--- config.mk ---
export PLATFORM = sky130hd
export DESIGN_NAME = sec32_check_encoder
export DESIGN_NICKNAME = d
export VERILOG_FILES = /design/src/rtl/sec32_pkg.sv /design/src/rtl/sec32_skid_buf.sv /design/src/rtl/sec32_check_encoder.sv
export SDC_FILE = /design/constraint.sdc
export NUM_CORES = 1
export LEC_CHECK = 0
export BUFFER_PORTS_ARGS = -buffer_cell sky130_fd_sc_hd__buf_4
export CAP_MARGIN = 10
export CORE_ASPECT_RATIO = 0.6
export CORE_MARGIN = 4
export CORE_UTILIZATION = 30
export CTS_BUF_LIST = sky130_fd_sc_hd__clkbuf_4 sky130_fd_sc_hd__clkbuf_8
export DETAILED_ROUTE_END_ITERATION = 7
export PLACE_DENSITY = 0.46
export SLEW_MARGIN = 10
export SYNTH_ARGS = -nofsm -noshare
export SYNTH_HDL_FRONTEND = slang
export SYNTH_SLANG_ARGS = --single-unit
--- constraint.sdc ---
create_clock -name clk -period 2 [get_ports clk]
set_input_delay 0 -clock clk [delete_from_list [all_inputs] [get_ports clk]]
set_output_delay 0 -clock clk [all_outputs]
set_load 0.03 [all_outputs]
--- src/rtl/sec32_pkg.sv ---
// Shared definitions for the 32-bit SEC encoder/corrector pair: widths, check-bit masks, word type.
package sec32_pkg;

    localparam int DW = 32;
    localparam int CW = 8;

    // c[k] = even parity of (d & CHK_MASK[k]); d[0] maps to corrector input G1.
    localparam logic [DW-1:0] CHK_MASK [CW] = '{
        32'h00FF_1111,
        32'hFF00_2222,
        32'h0F0F_4444,
        32'hF0F0_8888,
        32'h1111_00FF,
        32'h2222_FF00,
        32'h4444_0F0F,
        32'h8888_F0F0
    };

    typedef struct packed {
        logic [DW-1:0] data;
        logic [CW-1:0] check;
    } sec32_word_t;

    typedef enum logic [1:0] {
        BUF_EMPTY = 2'd0,
        BUF_ONE   = 2'd1,
        BUF_TWO   = 2'd2
    } buf_state_t;

    function automatic logic [CW-1:0] calc_check(input logic [DW-1:0] d);
        logic [CW-1:0] c;
        for (int k = 0; k < CW; k++) begin
            c[k] = ^(d & CHK_MASK[k]);
        end
        return c;
    endfunction

endpackage

--- src/rtl/sec32_skid_buf.sv ---
// Two-entry valid/ready buffer: main register drives the output, skid absorbs one extra word.
module sec32_skid_buf
    import sec32_pkg::*;
#(
    parameter int W = 40
) (
    input  logic         clk,
    input  logic         rst_n,
    input  logic         in_valid_i,
    output logic         in_ready_o,
    input  logic [W-1:0] in_data_i,
    output logic         out_valid_o,
    input  logic         out_ready_i,
    output logic [W-1:0] out_data_o
);

    buf_state_t   state_q, state_d;
    logic [W-1:0] main_q, main_d;
    logic [W-1:0] skid_q, skid_d;
    logic         push, pop;

    // Ready depends only on the registered state, so no input-to-output ready path exists.
    assign in_ready_o  = (state_q != BUF_TWO);
    assign out_valid_o = (state_q != BUF_EMPTY);
    assign out_data_o  = main_q;

    always_comb begin
        state_d = state_q;
        main_d  = main_q;
        skid_d  = skid_q;
        push    = in_valid_i && (state_q != BUF_TWO);
        pop     = out_ready_i && (state_q != BUF_EMPTY);
        case (state_q)
            BUF_EMPTY: begin
                if (push) begin
                    main_d  = in_data_i;
                    state_d = BUF_ONE;
                end
            end
            BUF_ONE: begin
                case ({push, pop})
                    2'b11: main_d = in_data_i;
                    2'b01: state_d = BUF_EMPTY;
                    2'b10: begin
                        skid_d  = in_data_i;
                        state_d = BUF_TWO;
                    end
                    default: ;
                endcase
            end
            BUF_TWO: begin
                if (pop) begin
                    main_d  = skid_q;
                    state_d = BUF_ONE;
                end
            end
            default: state_d = BUF_EMPTY;
        endcase
    end

    always_ff @(posedge clk or negedge rst_n) begin
        if (!rst_n) begin
            state_q <= BUF_EMPTY;
            main_q  <= '0;
            skid_q  <= '0;
        end else begin
            state_q <= state_d;
            main_q  <= main_d;
            skid_q  <= skid_d;
        end
    end

endmodule

--- src/rtl/sec32_check_encoder.sv ---
// Check-bit encoder feeding the 32-bit SEC corrector, with one-shot bit-flip injection for bring-up.
module sec32_check_encoder
    import sec32_pkg::*;
#(
    parameter int CNT_W = 16
) (
    input  logic             clk,
    input  logic             rst_n,
    input  logic             in_valid,
    output logic             in_ready,
    input  logic [DW-1:0]    in_data,
    input  logic             inj_arm,
    input  logic [5:0]       inj_pos,
    output logic             out_valid,
    input  logic             out_ready,
    output logic [DW-1:0]    out_data,
    output logic [CW-1:0]    out_check,
    output logic             out_en,
    output logic             inj_pending,
    output logic [CNT_W-1:0] word_cnt
);

    logic             accept;
    logic             inj_pending_q, inj_pending_d;
    logic [CNT_W-1:0] cnt_q, cnt_d;
    logic [DW+CW-1:0] flip_vec;
    sec32_word_t      enc_word;
    sec32_word_t      out_word;

    assign accept = in_valid && in_ready;

    // The flip is applied after check generation so the corrector sees a genuine single-bit error.
    always_comb begin
        flip_vec = '0;
        if (inj_pending_q && (inj_pos < 6'd40)) begin
            flip_vec[inj_pos] = 1'b1;
        end
        enc_word.data  = in_data ^ flip_vec[DW-1:0];
        enc_word.check = calc_check(in_data) ^ flip_vec[DW+CW-1:DW];
    end

    // Consuming an armed injection wins over a coincident arm; the arm then has no effect.
    always_comb begin
        inj_pending_d = inj_pending_q;
        cnt_d         = cnt_q;
        if (accept) begin
            cnt_d = cnt_q + CNT_W'(1);
        end
        if (accept && inj_pending_q) begin
            inj_pending_d = 1'b0;
        end else if (inj_arm) begin
            inj_pending_d = 1'b1;
        end
    end

    always_ff @(posedge clk or negedge rst_n) begin
        if (!rst_n) begin
            inj_pending_q <= 1'b0;
            cnt_q         <= '0;
        end else begin
            inj_pending_q <= inj_pending_d;
            cnt_q         <= cnt_d;
        end
    end

    sec32_skid_buf #(
        .W($bits(sec32_word_t))
    ) u_buf (
        .clk        (clk),
        .rst_n      (rst_n),
        .in_valid_i (in_valid),
        .in_ready_o (in_ready),
        .in_data_i  (enc_word),
        .out_valid_o(out_valid),
        .out_ready_i(out_ready),
        .out_data_o (out_word)
    );

    assign out_data    = out_word.data;
    assign out_check   = out_word.check;
    assign out_en      = out_valid;
    assign inj_pending = inj_pending_q;
    assign word_cnt    = cnt_q;

endmodule

Word-level counts from Yosys, hierarchy flattened. Cells that the tools add are included.

Register bits: 99. Bits of input ports: 43. Output and inout bits: 60. Word-level logic and storage cells: 54.

Add/subtract/negate cells: 1. $lt $le $gt $ge: 3. Equality and inequality tests: 10. Multiplexer cells: 13. Bitwise operators: 2. Reduce and logical (&&, ||, !) cells: 20.

Operators by type and width (number): XOR reduction 32 bit (8); two-way mux 40 bit (4); case mux 40 bit (3 select lines) (1); bitwise XOR 32 bit (1); adder 16 x 1 -> 16 bit, second input constant (1); bitwise XOR 8 bit (1); < comparator 6 x 7 -> 1 bit, second input constant (1); demux 1 bit (select 6 bit) (1); equality test 2 bit, second input constant (3); >= comparator 6 x 1 -> 1 bit, second input constant (1); < comparator 6 bit, second input constant (1); inequality test 2 bit, second input constant (3); case mux 2 bit (3 select lines) (1); logical AND 1 bit (5); equality test 2 x 1 -> 1 bit, second input constant (2); two-way mux 2 bit (2); case mux 2 bit (2 select lines) (1); AND reduction 4 bit (1); nonzero test 2 bit (2); two-way mux 1 bit (3); inequality test 3 x 2 -> 1 bit, second input constant (1); AND reduction 3 bit (1); nonzero test 3 bit (1); logical NOT 2 bit (1); 2 further kinds (2).

Depth between registers and ports, before layout. Gate-level depths: netlist of the first run.

Depth after elaboration: 8. Gate-level depth with buffers: 7. Gate-level depth less buffers: 6.

Cells and area by module. A second synthesis of the first run with hierarchy kept.

Cells, all modules: 460. Area, all modules: 5921.9 sq um.

Modules (own cells, without submodules): sec32_skid_buf (times used 1, cells each 230, area an instance 3893.7 sq um, sequential area each 2052.0 sq um); sec32_check_encoder (times used 1, cells each 230, area an instance 2028.2 sq um, sequential area each 425.4 sq um).

Worst setup path after synthesis of the first run. Ideal clock, no wire load.

Path type: register to register. From: reg inj_pending_q, in the netlist inj_pending. To: reg u_buf.main_q[8], in the netlist u_buf.out_data_o[8]. Library setup time: 0.064 ns. Data arrival time: 1.625 ns. Required time: 1.936 ns. Path slack: 0.311 ns. Stages on the path, launching flop included: 7. Path buffers: 1. Period minus slack after synthesis: 1.689 ns. Path through: dfrtp_1 > buf_2 > nor4b_2 > nand2_1 > xor2_1 > a211oi_1 > a21o_1.

Word-level cells in the longest chain between the ends: 5. Elaborated cells between the ends (all ways): 6. Classes of those cells: mux: 4; bitwise: 1; reduce/logical: 1.

Ends and longest elaborated chain: start, declared (line sec32_check_encoder.sv:24) `logic inj_pending_q, inj_pending_d;`; start signal, assigned (line sec32_check_encoder.sv:61) `inj_pending_q <= inj_pending_d;`; logical AND 1 bit (*) (line sec32_check_encoder.sv:35) `if (inj_pending_q && (inj_pos < 6'd40)) begin`; two-way mux 40 bit (*) (line sec32_check_encoder.sv:35); bitwise XOR 32 bit (*) (line sec32_check_encoder.sv:38) `enc_word.data = in_data ^ flip_vec[DW-1:0];`; two-way mux 40 bit (on tied branches) (line sec32_skid_buf.sv:41, sec32_skid_buf.sv:35); case mux 40 bit (3 select lines) (*) (line sec32_skid_buf.sv:33) `case (state_q)`; end signal, assigned (line sec32_skid_buf.sv:68) `main_q <= main_d;`; end, declared (line sec32_skid_buf.sv:18) `logic [W-1:0] main_q, main_d;`.

Every way passes the cells marked *; elsewhere a longest branch is shown, timed or not. The select of a mux whose other input is x is not followed. A chain may end at the register's enable or synchronous reset.

Worst setup path in the final report of the first run.
From: reg u_buf.state_q[1]. To: reg u_buf.main_q[30], in the netlist u_buf.out_data_o[30].

Word-level cells in the longest chain between the ends: 5. Elaborated cells between the ends (all ways): 14. Classes of those cells: eq/ne: 7; mux: 1; reduce/logical: 6.

Ends and longest elaborated chain: start, declared (line sec32_skid_buf.sv:17) `buf_state_t state_q, state_d;`; start signal, assigned (line sec32_skid_buf.sv:67) `state_q <= state_d;`; inequality test 2 bit or nonzero test 2 bit (tied branches) (line sec32_skid_buf.sv:31, sec32_skid_buf.sv:32); logical AND 1 bit (on tied branches) (line sec32_skid_buf.sv:31, sec32_skid_buf.sv:32); equality test 2 bit (line sec32_skid_buf.sv:41) `case ({push, pop})`; inequality test 2 bit (no source line); AND reduction 4 bit (no source line).

Parallel ways exist; a longest one is shown, timed or not.

==> run summary, run 1 <==
Status - finished clean
Fraction of layout cells with a size suffix above 1 - 20.2%
Tcrit/Tclk final - 90.1%
Sw frac - 39.7%
Crit path max fanout - 80
Fillers - 1775
# IOs - 103
Worst-Margin Slew - 519 ps
Die H - 111 µm
Net load switching power - 2980 µW
Pwr Total - 7520 µW
Ys flop type - dfrtp_1
Register area share after synthesis - 46.7%
MaxCap Viol Count - 0
Clock-pin slew on the worst setup and hold paths - 100 ps
Hpwl dp - 11100 µm
WP data arrival - 2130 ps
VDD IR max - 0.481 mV
Final slew viol count - 0
Worst setup SP type - register
Endpoints failing setup - 0
Flop pwr share - 41.2%
Final Hold Fails - 0
Post CTS Setup Buffer Count - 0
Core area - 0.0172 mm²
Multi-input gate area - 0.00272 mm²
Die width - 180 µm
Ys Warns - 0
Global placer's final weighted congestion - 0.771
CTS Root Cell - clkbuf_8
Hold Path Class - in2async
Reg area - 0.00248 mm²
Clock sink total - 99
Pin count of the biggest net entering global routing - 81
Clock Latency Late Sink - 380 ps
Combinational share of power - 40.1%
Area contributors post-synth - dfrtp_1, xnor2_1, nand2_1
CTS Buf Count - 9
Detail Route Antenna Nets - 0
Number of port buffers - 102
Cell internal pwr - 4530 µW
Post-Route Utilization - 40.0%
Largest area contributor in the netlist - dfrtp_1
Syn Nets - 591
Vias in the first global route - 4388
Clock network power share - 18.7%
Antenna diodes - 0
Synthesized cell area - 0.00531 mm²
Synth Instances - 547
Crit Path Class - reg2reg
P&R area growth vs syn - 29.7%
Syn_area_per_cell - 9.70 µm²
Post-synth EDFFs - 0
Hold slack - 19.1 ps
TritonCTS clock tree - built
Pwr/cell area - 1090 mW/mm²
RSZ-0062 raised after global routing - false
CTS HTree Levels - 3
Die area - 0.0200 mm²
Yosys reg bits - 99
Minimum clock period - 1800 ps
Async S/R FF share, synth - 100%
Leak - 0.00305 µW
Via count - 4257
Wire per inst - 16.7 µm
FMAX - 555 MHz
Reg2reg path depth - 5
Nets - 713
Drc violations - 0
CP Data Required Time - 2320 ps
Setup Skew - 10.2 ps
Row count - 37
Antenna violations before repair - 0
DR pass1 iterations - 4
First-pass GRT wire length - 25100 µm
Normalized max-slew margin - 65.3%
Clk buf depth - 2
CP Capture Type - register
Starting DRT DRC Count - 266
Synth unique cells - 36
Via density - 4.69
Initial Utilization - 30.8%
Tot GR Track Use - 15.7%
Routed WL - 15200 µm
Yosys top cell area share - 46.7%
Grt total ovfl - 0
Total negative slack - 0 ps
power by group through the flow:
stage               logic [µW]  clock network [µW]  registers (µW)
global placement          2970                   0            3100
CTS                       3050                1480            3090
finish                    3020                1400            3100
global route              3300                1540            3190
detailed placement        3000                   0            3130
floorplan                 1240                   0            3710
registers in the layout (all words and copies together) (netlist names):
register and flops:
u_buf.skid_q 40, word_cnt 16, u_buf.state_q 2, u_buf.out_data_o 40
inj_pending 1
area by class of cell:
type,count,share of cell area [%]
Clock inverter,6,1.04
Inverter,1,0.0545
Timing Repair Buffer,140,17.1
Multi-Input combinational cell,418,39.6
Sequential cell,99,36.0
Tap cell,234,4.25
Clock buffer,10,2.00
timing repair:
| item | in CTS | in global routing |
|---|---|---|
| hold buffers | 30 | 0 |
| gates resized for setup | 0 | 0 |
| hold endpoints to repair | 130 | 0 |
placed cells by master (no fill, tap or decap), drive strengths merged, types with 12 or more instances in the layout:
cell type,count
dlygate4sd3,30
o21ai,48
buf,110
xnor2,97
a211oi,32
nand2,68
xor2,22
nor2,57
a21oi,12
dfrtp,99
a21o,32
per-layer routing:
| layer | vias to the layer above | global-route usage, % | part of all wire (%) |
|---|---|---|---|
| met4 | 0 | 3.55 | 1.4 |
| met3 | 17 | 3.41 | 4.0 |
| met5 | - | 0 | 0 |
| li1 | 2106 | - | - |
| met1 | 2049 | 24.3 | 54 |
| met2 | 85 | 22.0 | 41 |
critical path: stages (launching register included):
cell	delay [ps]
dfrtp_1	450
nor2b_1	450
a21oi_4	120
buf_12	200
a211oi_1	330
a21o_1	120
per-stage QoR:
stage	setup slack, ps	area (µm²)	std cells
detailed placement	263	6370	862
finish	198	6880	908
floorplan	311	5310	547
global placement	278	6370	862
global route	75.8	6880	908
CTS	249	6880	908
cell usage after synthesis, types with 3 or more instances:
cell type	count
nand2b_1	3
o21ai_0	6
nand3b_1	3
nor3b_1	8
and3_1	3
nand3_1	5
and4bb_1	3
a21o_1	32
a211oi_1	32
nand4_1	4
nor3b_2	3
nor2_1	57
xnor2_1	97
and4_1	3
xor2_1	22
nand4bb_1	3
nand2_1	68
buf_2	5
a21oi_1	12
clkbuf_1	23
o21ai_1	42
dfrtp_1	99
cell families (layout without fill, tap and decap cells):
logic type	count (synthesis)	in the layout	share of synthesized area [%]
buf+inv	30	157	2.31
simple gates	171	171	16.0
xor+xnor	119	119	19.6
fa+ha+maj	1	1	0.236
mux	1	1	0.212
flops	99	99	46.7
compound gates	126	126	14.9
final timing paths:
kind                                                        from  slack (ps)                               end
worst max-delay path                u_buf.state_q[1]$_DFFE_PN0P_         200  u_buf.out_data_o[30]$_DFFE_PN0P_
worst min-delay path                                       rst_n          20  u_buf.out_data_o[17]$_DFFE_PN0P_
worst max register to register      u_buf.state_q[1]$_DFFE_PN0P_         200  u_buf.out_data_o[30]$_DFFE_PN0P_
worst min register to register  u_buf.out_data_o[20]$_DFFE_PN0P_         490  u_buf.out_data_o[20]$_DFFE_PN0P_
max in group asynchronous                                  rst_n        1340      u_buf.skid_q[21]$_DFFE_PN0P_
min in group clk                                      in_data[8]          20      u_buf.skid_q[16]$_DFFE_PN0P_
Power figures use the tool's default switching activity.
==> run 2: changes to the inputs <==
--- a/config.mk
+++ b/config.mk
@@ -11,8 +11,9 @@
 export CORE_MARGIN = 4
 export CORE_UTILIZATION = 30
 export CTS_BUF_LIST = sky130_fd_sc_hd__clkbuf_4 sky130_fd_sc_hd__clkbuf_8
+export CTS_CLUSTER_SIZE = 10
 export DETAILED_ROUTE_END_ITERATION = 7
-export PLACE_DENSITY = 0.46
+export PLACE_DENSITY = 0.47
 export SLEW_MARGIN = 10
 export SYNTH_ARGS = -nofsm -noshare
 export SYNTH_HDL_FRONTEND = slang
==> constraint.sdc (replaced) <==
create_clock -name clk -period 1.5 [get_ports clk]
set_input_delay 0 -clock clk [delete_from_list [all_inputs] [get_ports clk]]
set_output_delay 0 -clock clk [all_outputs]
set_load 0.03 [all_outputs]
==> run summary, run 2 (synthesis gave the netlist of run 1 again) <==
Clock-pin slew on the worst setup and hold paths - 100 ps (about the same)
Dpl ws - -64.2 ps (was 263 ps)
Post-Layout Cell Count - 953 (was 908)
Pwr Total - 11100 µW (was 7520 µW)
Reg2reg path depth - 7 (was 5)
Hold Startpoint - in_data[4]
Worst R2R Start - u_buf.state_q[1]$_DFFE_PN0P_ (unchanged)
Fraction of layout cells with a size suffix above 1 - 36.6% (was 20.2%)
R2r endpoint - u_buf.out_data_o[10]$_DFFE_PN0P_ (was u_buf.out_data_o[30]$_DFFE_PN0P_)
CP Data Required Time - 1770 ps (was 2320 ps)
Commonest non-fill, non-tap cells in the layout - buf_4, dfrtp_1, xnor2_1 (unchanged)
Die width - 180 µm (unchanged)
Crit path max fanout - 6 (was 80)
Antenna diodes - 0 (unchanged)
Vias in the first global route - 4602 (was 4388)
CTS HTree Levels - 3 (unchanged)
Global placer's final weighted congestion - 0.835 (was 0.771)
Hold Path Class - in2reg (was in2async)
Via density - 4.72 (was 4.69)
Die area - 0.0200 mm² (unchanged)
VDD IR max - 0.664 mV (was 0.481 mV)
Setup ws final - -147 ps (was 198 ps)
Normalized max-slew margin - 65.5% (was 65.3%)
DR pass1 iterations - 4 (unchanged)
Row count - 37 (unchanged)
CTS Buf Count - 9 (unchanged)
Starting DRT DRC Count - 175 (was 266)
P&R area growth vs syn - 48.6% (was 29.7%)
Setup Skew - 7.70 ps (was 10.2 ps)
Tot GR Track Use - 16.1% (was 15.7%)
TritonCTS clock tree - built (unchanged)
Endpoints failing setup - 45 (was 0)
Number of port buffers - 102 (unchanged)
Clk buf depth - 2 (unchanged)
CP Capture Type - register (unchanged)
First-pass GRT wire length - 25900 µm (was 25100 µm)
Initial Utilization - 30.8% (unchanged)
Crit Path Class - reg2reg (unchanged)
Clock sink total - 99 (unchanged)
Hpwl dp - 11600 µm (was 11100 µm)
Pwr/cell area - 1400 mW/mm² (was 1090 mW/mm²)
Drc violations - 0 (unchanged)
Final Hold Fails - 0 (unchanged)
# IOs - 103 (unchanged)
Grt total ovfl - 0 (unchanged)
Final slew viol count - 0 (unchanged)
Tcrit/Tclk final - 110% (was 90.1%)
Post-Route Utilization - 45.8% (was 40.0%)
FMAX - 607 MHz (was 555 MHz)
Placed cell count - 889 (was 862)
Hold slack - 16.0 ps (was 19.1 ps)
Detail Route Antenna Nets - 0 (unchanged)
Antenna violations before repair - 0 (unchanged)
R2R Setup Slk - -150 ps (was 200 ps)
Pin count of the biggest net entering global routing - 52 (was 81)
Failing checks - negative setup slack
Routed WL - 17000 µm (was 15200 µm)
Core area - 0.0172 mm² (unchanged)
Status - finished, violations left (was finished clean)
Worst-Margin Slew - 514 ps (was 519 ps)
Leak - 0.00351 µW (was 0.00305 µW)
Fillers - 1643 (was 1775)
Die H - 111 µm (unchanged)
Worst Setup SP - u_buf.state_q[1]$_DFFE_PN0P_ (unchanged)
CTS Root Cell - clkbuf_8 (unchanged)
Minimum clock period - 1650 ps (was 1800 ps)
WHS Path Cells - 3
MaxCap Viol Count - 0 (unchanged)
RSZ-0062 raised after global routing - true (was false)
Most common cell after layout, fill and taps aside - buf_4 (unchanged)
Worst hold path endpoint - u_buf.skid_q[12]$_DFFE_PN0P_
Via count - 4496 (was 4257)
Clock Latency Late Sink - 370 ps (was 380 ps)
Wire per inst - 17.9 µm (was 16.7 µm)
Worst setup SP type - register (unchanged)
WP data arrival - 1910 ps (was 2130 ps)
Nets - 758 (was 713)
==> run 2: changes by cell type in the layout (fill, tap and decap cells not counted), moves of 6 or more <==
cell       delta
xnor2_2      +17
nor2_1       -14
nor2_2       +10
buf_4        +31
a211oi_1     -15
clkbuf_16     +6
xnor2_1      -17
a211oi_2     +14
==> run 2: timing repair <==
item / 4_1_cts / 5_1_grt
setup endpoints to repair: 34 / 88
endpoints found under the hold margin: 127 / 0
setup buffers: 6 / 9
resized for setup: 26 / 58
pin swaps: 11 / 17
gates cloned: 0 / 7
hold buffers: 26 / 0
==> run 2: worst max-delay path by stage <==
stage / end / slack (ps) / depth (start not counted)
finish: u_buf.out_data_o[10]$_DFFE_PN0P_ / -150 / 7
global route: u_buf.out_data_o[3]$_DFFE_PN0P_ / -200 / 7
CTS: u_buf.out_data_o[13]$_DFFE_PN0P_ / -70 / 5
detailed placement: u_buf.out_data_o[15]$_DFFE_PN0P_ / -60 / 5
global placement: u_buf.out_data_o[36]$_DFFE_PN0P_ / -50 / 6
floorplan: u_buf.out_data_o[15]$_DFFE_PN0P_ / -80 / 5
==> run 2: report_power, final <==
part / internal [µW] / total [µW] / switching (µW)
clock: 990 / 2000 / 1010
sequential: 3550 / 4110 / 562
combinational: 2250 / 4950 / 2690
total: 6800 / 11100 / 4260
==> run 2: metal layers <==
layer,track usage (%),wire length [µm],share of wire (%)
met3,4.00,787,4.6
met5,0,0,0
met4,3.04,155,0.91
met2,23.7,7230,42
met1,24.1,8860,52
==> run 2: layout make-up <==
cell class / instances / area (µm²) / share of cell area (%)
Timing Repair Buffer: 185 / 1730 / 21.9
Clock buffer: 10 / 138 / 1.75
Tap cell: 234 / 293 / 3.71
Clock inverter: 6 / 87.6 / 1.11
Multi-Input combinational cell: 418 / 3150 / 40.0
Sequential cell: 99 / 2480 / 31.5
Inverter: 1 / 3.75 / 0.0476
==> run 2: critical path, cell delays in order, from the launching register on <==
cell and delay, ps:
dfrtp_2 460, and3b_2 240, a21oi_4 180, buf_12 180, buf_12 120, clkbuf_16 140, a211oi_1 40, a21o_1 170
==> run 2: through the flow <==
step | cell area (µm²) | setup TNS (ps)
floorplan | 5350 | -290
finish | 7890 | -2710
global route | 7890 | -6030
detailed placement | 6650 | -761
CTS | 7320 | -1160
global placement | 6650 | -484
